==> src/rtl/fib_sram_arb_if.sv <==
// Bundle of requester-side and SRAM-side signals for the FIB SRAM read-port arbiter.
// master: the arbiter itself; slave: the lookup engines plus SRAM it talks to.
interface fib_sram_arb_if #(
    parameter int NREQ   = 4,
    parameter int ADDR_W = 20,
    parameter int DATA_W = 36
);
    logic [NREQ-1:0]        c_req;
    logic [NREQ*ADDR_W-1:0] c_addr;
    logic [NREQ-1:0]        c_ack;
    logic [NREQ-1:0]        c_vld;
    logic [DATA_W-1:0]      c_data;
    logic                   rd_req;
    logic [ADDR_W-1:0]      rd_addr;
    logic                   rd_ack;
    logic                   rd_vld;
    logic [DATA_W-1:0]      rd_data;

    modport master (
        input  c_req, c_addr, rd_ack, rd_vld, rd_data,
        output c_ack, c_vld, c_data, rd_req, rd_addr
    );

    modport slave (
        output c_req, c_addr, rd_ack, rd_vld, rd_data,
        input  c_ack, c_vld, c_data, rd_req, rd_addr
    );
endinterface

==> src/rtl/fib_sram_arb.sv <==
// Round-robin arbiter sharing one FIB SRAM read port among NREQ lookup engines;
// an in-order tag FIFO steers each returned word back to the engine that issued it.
module fib_sram_arb #(
    parameter int NREQ    = 4,
    parameter int ADDR_W  = 20,
    parameter int DATA_W  = 36,
    parameter int MAX_OUT = 4
) (
    input  logic              sys_clk,
    input  logic              sys_rst_n,
    fib_sram_arb_if.master    bus,
    output logic              busy,
    output logic              err_vld
);
    localparam int GW = (NREQ > 1) ? $clog2(NREQ) : 1;
    localparam int PW = (MAX_OUT > 1) ? $clog2(MAX_OUT) : 1;
    localparam int CW = PW + 1;

    typedef enum logic {IDLE, ISSUE} state_t;

    state_t          state, state_nxt;
    logic [GW-1:0]   last_grant, grant, grant_sel, head;
    logic            grant_found;
    logic [NREQ-1:0] eligible;
    logic            do_grant, ack_now;
    logic            fifo_empty, pop, push, bypass;
    logic [GW-1:0]   tag_mem [MAX_OUT];
    logic [PW-1:0]   wr_ptr, rd_ptr;
    logic [CW-1:0]   count;

    // Scan downward so the requester closest after last_grant is the final (winning) hit.
    always_comb begin
        eligible    = bus.c_req & ~bus.c_ack;
        grant_found = 1'b0;
        grant_sel   = '0;
        for (int i = NREQ; i >= 1; i--) begin
            if (eligible[(int'(last_grant) + i) % NREQ]) begin
                grant_found = 1'b1;
                grant_sel   = GW'((int'(last_grant) + i) % NREQ);
            end
        end
    end

    always_ff @(posedge sys_clk or negedge sys_rst_n) begin
        if (!sys_rst_n) state <= IDLE;
        else            state <= state_nxt;
    end

    always_comb begin
        state_nxt = state;
        do_grant  = 1'b0;
        ack_now   = 1'b0;
        case (state)
            IDLE: begin
                if (grant_found && (count < CW'(MAX_OUT))) begin
                    do_grant  = 1'b1;
                    state_nxt = ISSUE;
                end
            end
            ISSUE: begin
                if (bus.rd_ack) begin
                    ack_now   = 1'b1;
                    state_nxt = IDLE;
                end
            end
            default: state_nxt = IDLE;
        endcase
    end

    // A word arriving with the FIFO empty can only belong to the read being acked right now.
    assign fifo_empty = (count == '0);
    assign head       = tag_mem[rd_ptr];
    assign pop        = bus.rd_vld & ~fifo_empty;
    assign bypass     = bus.rd_vld & fifo_empty & ack_now;
    assign push       = ack_now & ~bypass;
    assign busy       = (state != IDLE) || !fifo_empty;

    always_ff @(posedge sys_clk or negedge sys_rst_n) begin
        if (!sys_rst_n) begin
            bus.rd_req  <= 1'b0;
            bus.rd_addr <= '0;
            bus.c_ack   <= '0;
            bus.c_vld   <= '0;
            bus.c_data  <= '0;
            err_vld     <= 1'b0;
            grant       <= '0;
            last_grant  <= GW'(NREQ - 1);
            wr_ptr      <= '0;
            rd_ptr      <= '0;
            count       <= '0;
        end else begin
            bus.c_ack <= '0;
            bus.c_vld <= '0;
            if (do_grant) begin
                bus.rd_req  <= 1'b1;
                bus.rd_addr <= bus.c_addr[int'(grant_sel)*ADDR_W +: ADDR_W];
                grant       <= grant_sel;
            end else if (ack_now) begin
                bus.rd_req <= 1'b0;
            end
            if (ack_now) begin
                bus.c_ack[grant] <= 1'b1;
                last_grant       <= grant;
            end
            if (pop) begin
                bus.c_vld[head] <= 1'b1;
                bus.c_data      <= bus.rd_data;
                rd_ptr          <= rd_ptr + PW'(1);
            end else if (bypass) begin
                bus.c_vld[grant] <= 1'b1;
                bus.c_data       <= bus.rd_data;
            end
            if (bus.rd_vld && fifo_empty && !ack_now) err_vld <= 1'b1;
            if (push) wr_ptr <= wr_ptr + PW'(1);
            case ({push, pop})
                2'b10:   count <= count + CW'(1);
                2'b01:   count <= count - CW'(1);
                default: count <= count;
            endcase
        end
    end

    always_ff @(posedge sys_clk) begin
        if (push) tag_mem[wr_ptr] <= grant;
    end
endmodule
==> src/flat_wrapper.sv <==
// flat-port wrapper written by rule: the top's interface ports become plain ports
module fib_sram_arb_flat 
#(
    parameter int NREQ    = 4,
    parameter int ADDR_W  = 20,
    parameter int DATA_W  = 36,
    parameter int MAX_OUT = 4
)
  (sys_clk, sys_rst_n, busy, err_vld, bus_c_req, bus_c_addr, bus_rd_ack, bus_rd_vld, bus_rd_data, bus_c_ack, bus_c_vld, bus_c_data, bus_rd_req, bus_rd_addr);
  fib_sram_arb_if #(.NREQ(NREQ), .ADDR_W(ADDR_W), .DATA_W(DATA_W)) bus_i ();
  input  logic sys_clk;
  input  logic sys_rst_n;
  output logic busy;
  output logic err_vld;
  input wire logic [$bits(bus_i.c_req)-1:0] bus_c_req;
  input wire logic [$bits(bus_i.c_addr)-1:0] bus_c_addr;
  input wire logic [$bits(bus_i.rd_ack)-1:0] bus_rd_ack;
  input wire logic [$bits(bus_i.rd_vld)-1:0] bus_rd_vld;
  input wire logic [$bits(bus_i.rd_data)-1:0] bus_rd_data;
  output wire logic [$bits(bus_i.c_ack)-1:0] bus_c_ack;
  output wire logic [$bits(bus_i.c_vld)-1:0] bus_c_vld;
  output wire logic [$bits(bus_i.c_data)-1:0] bus_c_data;
  output wire logic [$bits(bus_i.rd_req)-1:0] bus_rd_req;
  output wire logic [$bits(bus_i.rd_addr)-1:0] bus_rd_addr;
  assign bus_i.c_req = bus_c_req;
  assign bus_i.c_addr = bus_c_addr;
  assign bus_i.rd_ack = bus_rd_ack;
  assign bus_i.rd_vld = bus_rd_vld;
  assign bus_i.rd_data = bus_rd_data;
  assign bus_c_ack = bus_i.c_ack;
  assign bus_c_vld = bus_i.c_vld;
  assign bus_c_data = bus_i.c_data;
  assign bus_rd_req = bus_i.rd_req;
  assign bus_rd_addr = bus_i.rd_addr;
  fib_sram_arb #(.NREQ(NREQ), .ADDR_W(ADDR_W), .DATA_W(DATA_W), .MAX_OUT(MAX_OUT)) u_core (.sys_clk(sys_clk), .sys_rst_n(sys_rst_n), .bus(bus_i), .busy(busy), .err_vld(err_vld));
endmodule
==> config.mk <==
export PLATFORM = sky130hd
export DESIGN_NAME = fib_sram_arb_flat
export DESIGN_NICKNAME = d
export VERILOG_FILES = /design/src/rtl/fib_sram_arb_if.sv /design/src/rtl/fib_sram_arb.sv /design/src/flat_wrapper.sv
export SDC_FILE = /design/constraint.sdc
export NUM_CORES = 1
export LEC_CHECK = 0
export CAP_MARGIN = 10
export CORE_UTILIZATION = 45
export CTS_CLUSTER_SIZE = 16
export DETAILED_ROUTE_END_ITERATION = 10
export MAX_ROUTING_LAYER = met4
export PLACE_DENSITY = 0.94
export SLEW_MARGIN = 10
export SYNTH_ARGS = -nofsm -noshare
export SYNTH_HDL_FRONTEND = slang
export SYNTH_SLANG_ARGS = --single-unit
==> constraint.sdc <==
create_clock -name sys_clk -period 5 [get_ports sys_clk]
set_input_delay 0.5 -clock sys_clk [delete_from_list [all_inputs] [get_ports sys_clk]]
set_output_delay 0.5 -clock sys_clk [all_outputs]
set_load 0.02 [all_outputs]
Word-level counts from Yosys, hierarchy flattened
Memory sizes are Yosys's and may differ from the RTL's.
Index checks and enable logic that the tools add are counted.
{"block": "totals", "ff_bits": 78, "latchBits": 0, "ram_bits": 8, "romBits": 0, "in_bits": 124, "output_inout_bits": 67, "word_cells": 103, "mem_count": 1}
{"name": "u_core.tag_mem", "words": 4, "word_bits": 2, "rd": 1, "rd_ports_with_merged_regs": 0, "write_ports": 1, "line": "fib_sram_arb.sv:27", "source": "logic [GW-1:0] tag_mem [MAX_OUT];"}
{"block": "op_classes", "addsub": 8, "n_mul": 1, "div_mod_pow": 0, "n_lt_le_gt_ge": 9, "eq_ne": 2, "n_shift": 1, "muxes": 40, "bitwise": 13, "reduce_logical": 16}
{"cell": "80-bit by 32-bit variable part select with 20-bit output", "count": 1}
{"cell": "36-bit two-way mux", "count": 2}
{"cell": "1-bit two-way mux", "count": 23}
{"cell": "3-bit by 4-bit < comparator with 1-bit output (second input constant)", "count": 4}
{"cell": "4-bit two-way mux", "count": 3}
{"cell": "2-bit by 1-bit adder with 2-bit output (second input constant)", "count": 4}
{"cell": "1-bit binary-select mux with 2-bit select", "count": 4}
{"cell": "2-bit two-way mux", "count": 4}
{"cell": "2-bit OR reduction", "count": 4}
{"cell": "2-bit by 3-bit < comparator with 1-bit output (second input constant)", "count": 2}
{"cell": "3-bit one-hot mux with 2 select lines", "count": 1}
{"cell": "2-bit nonzero test", "count": 3}
{"cell": "1-bit logical AND", "count": 5}
{"cell": "2-bit by 3-bit multiplier with 5-bit output (second input constant)", "count": 1}
{"cell": "2-bit adder (second input constant)", "count": 2}
{"cell": "1-bit AND", "count": 4}
{"cell": "1-bit AND (first input constant)", "count": 4}
{"cell": "4-bit AND", "count": 1}
{"cell": "1-bit demux with 2-bit select", "count": 2}
{"cell": "2-bit by 1-bit >= comparator with 1-bit output (second input constant)", "count": 2}
{"cell": "4-bit NOT", "count": 1}
{"cell": "3-bit by 1-bit adder with 3-bit output (second input constant)", "count": 1}
{"cell": "3-bit logical NOT", "count": 1}
{"cell": "3-bit < comparator (second input constant)", "count": 1}
{"cell": "other kinds (7)", "count": 10}

Logic depth before layout (Yosys ltp)
{"block": "logic_depth", "depth_word": 14, "mapped_depth": 9, "mapped_depth_nobuf": 9}

Worst setup path after synthesis
No wires, ideal clock.
{"block": "synth_path", "path_type": "flip-flop to flip-flop", "from": "reg u_core.count[0]", "to": "reg u_core.count[2]", "setup_time_ns": 0.079, "t_arrival_ns": 2.119, "t_required_ns": 4.921, "path_slack_ns": 2.801, "path_stages_with_launch": 10, "n_path_buf": 0, "period_less_slack_ns": 2.199, "cell_sequence": "dfrtp_1 > nor3_2 > a21oi_1 > inv_1 > ha_1 > inv_1 > fa_1 > xor2_1 > nor2_1 > xor2_1"}
{"block": "synth_via", "elab_chain_cells": 7, "elab_cells_between_ends": 13, "classes_between": "add/sub: 2; eq/ne: 2; mux: 1; bitwise: 6; reduce/logical: 2"}
{"item": "start, declared", "line": "fib_sram_arb.sv:29", "source": "logic [CW-1:0] count;"}
{"item": "start signal, assigned", "line": "fib_sram_arb.sv:116", "source": "2'b10: count <= count + CW'(1);"}
{"item": "start signal, assigned", "line": "fib_sram_arb.sv:117", "source": "2'b01: count <= count - CW'(1);"}
{"item": "start signal, assigned", "line": "fib_sram_arb.sv:118", "source": "default: count <= count;"}
{"item": "3-bit logical NOT", "line": "fib_sram_arb.sv:71", "source": "assign fifo_empty = (count == '0);"}
{"item": "1-bit AND (2 in a row)", "line": "fib_sram_arb.sv:74", "source": "assign bypass = bus.rd_vld & fifo_empty & ack_now;"}
{"item": "1-bit NOT", "line": "fib_sram_arb.sv:75", "source": "assign push = ack_now & ~bypass;"}
{"item": "1-bit AND", "line": "fib_sram_arb.sv:75"}
{"item": "2-bit by 1-bit equality test with 1-bit output / 2-bit equality test (equally long branches)", "line": "fib_sram_arb.sv:115", "source": "case ({push, pop})"}
{"item": "3-bit one-hot mux with 2 select lines / 2-bit nonzero test (equally long branches)"}
Parallel ways exist; a longest one is shown, timed or not.
A chain may end at the register's enable or synchronous reset.

Worst setup path in the final report
{"block": "layout_path", "from": "in bus_c_req[0]", "to": "reg u_core.bus.rd_addr[14]"}
{"block": "layout_via", "elab_chain_cells": 11, "elab_cells_between_ends": 26, "classes_between": "mul: 1; shift: 1; mux: 22; bitwise: 1; reduce/logical: 1"}
{"item": "start, declared", "line": "flat_wrapper.sv:15", "source": "input wire logic [$bits(bus_i.c_req)-1:0] bus_c_req;"}
{"item": "4-bit AND (*)", "line": "fib_sram_arb.sv:33", "source": "eligible = bus.c_req & ~bus.c_ack;"}
{"item": "branches (longest 10 deep; another with 2-bit by 3-bit multiplier with 5-bit output)"}
{"item": "end signal, assigned", "line": "fib_sram_arb.sv:96", "source": "bus.rd_addr <= bus.c_addr[int'(grant_sel)*ADDR_W +: ADDR_W];"}
{"item": "end, declared", "line": "fib_sram_arb_if.sv:21", "source": "output c_ack, c_vld, c_data, rd_req, rd_addr"}
Every way passes the cells marked *. The select of a mux whose other input is x is not followed.

==> qor.yml <==
status: "finished, final reports clean"
die_height_um: 97.4
clock_power_share: 0.158
cp_max_fo: 20
drt-initial-drc-count: 134
use_met3: 0.0547
drt_pass1_iterations: 4
synth_compound_gate_area_share: 0.0858
avgSynthCellArea_um2: 12.5
design.core.area_um2: 8760
rr_worst_depth: 6
cp_data_required_time_ns: 5.21
layout_commonest_cell: "clkdlybuf4s50_1"
slew_viol_final: 0
routabilityCongestion: 0.908
vias_per_cell: 5.32
synth_top_family_by_area: "multiplexers"
p_switching_mw: 1.26
htree_num_levels: 3
rsz0062_at_grt: "false"
yosys.area_share.simple: 0.0941
async_flop_share: 0.907
grt_pass1_vias: 3707
fin_nets: 647
tns_ns: 0
setup.worst_path.start: "bus_c_req[0]"
yosys-top-cells-area: "dfrtp_1, mux2_2, mux2i_1"
grt_use_total: 0.244
synth_cell_types: 45
timing.fmax_mhz: 353
cts_hold_buf: 0
power_frac_comb: 0.495
synth_edf_count: 8
die-area_um2: 9490
fin_crit_sh: 0.567
ir_worst_vdd_uv: 299
finish.utilization: 0.718
max-cap-violations: 0
clk_pin_slew_worst_paths_ns: 0.09
setup_violations: 0
clockBufferDepth: 2
clock_latency_ns: 0.35
hp-class: "primary input to async pin"
layout_common_cells: "clkdlybuf4s50_1, dfrtp_1, mux2_2, mux2i_1, nand2_1"
top_usage_layer: "met2"
yosys_warnings: 0
synth_adder_area_share: 0.0202
grt_pass1_wl_um: 17700
clock-sinks: 86
post_cts_buffers: 0
worstSetupEndpointType: "flip-flop"
grt_overflow: 0
antenna_found_initial: 0
io_buffers: 190
drc: 0
dieWidth_um: 97.4
netlist_instances: 327
leakage_nw: 2.62
cts_root_buf: "clkbuf_8"
met2_usage: 0.414
synth_mux_area_frac: 0.222
synthXorXnorAreaFrac: 0.0128
start_util: 0.467
grt_max_degree: 79
ys_seq_area_frac: 0.536
tritoncts: "built"
place_hpwl_um: 8350
swShare: 0.378
placedCellCount: 614
worstReg2RegEnd: "u_core.bus.rd_addr[14]"
synth.top_cell.area_share: 0.464
post-route-min-period_ns: 2.84
drt-total-wl_um: 11000
synth_ff_type: "dfrtp_1"
ios: 191
slew_headroom: 0.247
crit_path_start_kind: "primary input"
synth_nets: 457
skew_ns: 0.0185
worstSetupPathType: "primary input to flip-flop"
ff2ff_setup_slack_ns: 2.17
synthToLayoutAreaGrowth_pct: 53.6
postCtsResizedCells: 0
finalNonFillerCells: 630
hold_violations: 0
wl_per_cell_um: 17.5
synth_seq_cells: 86
synthesis.area_um2: 4100
p_int_mw: 2.08
antenna_cells: 0
r2r_start: "u_core.last_grant[0]"
drive_gt1_frac: 0.126
use_met1: 0.278
synth_top_area_cell: "dfrtp_1"
rows: 34
worstSetupEndpoint: "u_core.bus.rd_addr[14]"
power.density_nw_per_um2: 531
worst_slew_pin_slew_ns: 1.12
ant_nets: 0
seq_power_share: 0.347
cp.arrival_ns: 3.05
dr_total_vias: 3354
cts_buffers: 9
-- cell type report --
cell class / count / area [um^2]
inverters: 8 / 30.0
clock inverters: 6 / 85.1
fillers: 618 / 2470
repair buffers: 193 / 1920
multi-input cells: 219 / 1800
well taps: 108 / 135
flip-flops and latches: 86 / 2190
clock buffers: 10 / 128
-- worst min-delay path by stage --
stage,from,endpoint,cells after the start
2_1_floorplan,sys_rst_n,u_core.bus.c_ack[0],0
3_3_place_gp,u_core.err_vld,u_core.err_vld,1
3_5_place_dp,u_core.err_vld,u_core.err_vld,1
4_1_cts,sys_rst_n,u_core.bus.c_data[10],1
5_1_grt,sys_rst_n,u_core.bus.c_data[9],1
6_report,sys_rst_n,u_core.bus.rd_addr[16],1
-- layer usage --
layer / routed length [um] / part of all wire
met4: 321 / 0.029
met3: 736 / 0.067
met2: 5510 / 0.50
met5: 0 / 0
met1: 4450 / 0.40
-- logic make-up after synthesis --
group / count (synthesis)
flops: 86
mux: 83
simple gates: 73
compound gates: 51
buf+inv: 22
xor+xnor: 6
fa+ha+maj: 6
-- state kept, by name (all words and copies together) (netlist names) --
register,flops
u_core.bus.rd_req,1
u_core.tag_mem,8
u_core.bus.c_vld,4
u_core.count,3
u_core.state,1
u_core.grant,2
u_core.rd_ptr,2
u_core.last_grant,2
u_core.bus.rd_addr,20
u_core.wr_ptr,2
u_core.bus.c_data,36
u_core.err_vld,1
u_core.bus.c_ack,4
-- power by group through the flow --
stage	combinational, mW	sequential, mW	clock [mW]
after floorplan	0.787	1.35	0
after global placement	1.59	1.15	0
after detailed placement	1.65	1.17	0
after CTS	1.66	1.15	0.537
after global routing	1.78	1.19	0.561
final	1.65	1.16	0.528
-- synthesized netlist by cell type, types with 2 or more instances --
cell      number
a21oi_1       15
a221o_1        3
and2_1         6
and3_1         3
buf_2          2
buf_4          5
buf_6          2
clkbuf_1       5
dfrtp_1       76
dfstp_2        2
edfxtp_1       8
ha_1           5
inv_1          8
mux2_1         7
mux2_2        37
mux2i_1       37
mux4_2         2
nand2_1       24
nand2b_1       4
nand3_1        3
nor2_1        12
nor2b_1        4
nor3_1         5
nor3_2         2
nor3b_1        6
o21ai_0        5
o221ai_1      10
o22ai_1        8
xnor2_1        3
xor2_1         3
-- stage by stage --
| step | hold slack [ns] | total power [mW] | setup WS [ns] | cell area (um^2) |
|---|---|---|---|---|
| floorplan | 0.204 | 2.14 | 2.80 | 4100 |
| global placement | 0.458 | 2.74 | 1.94 | 6080 |
| detailed placement | 0.459 | 2.82 | 1.78 | 6080 |
| CTS | 0.332 | 3.35 | 2.15 | 6290 |
| global route | 0.389 | 3.53 | 1.99 | 6290 |
| finish | 0.304 | 3.34 | 2.16 | 6290 |
-- worst max-delay path, cell delays in order --
cell	delay, ns
clkdlybuf4s50_1	0.45
nor2b_2	0.26
nor3_1	0.14
nor3_4	0.89
buf_4	0.42
mux2i_1	0.25
o221ai_1	0.14
Note: power is estimated with default switching activity, not from simulation.
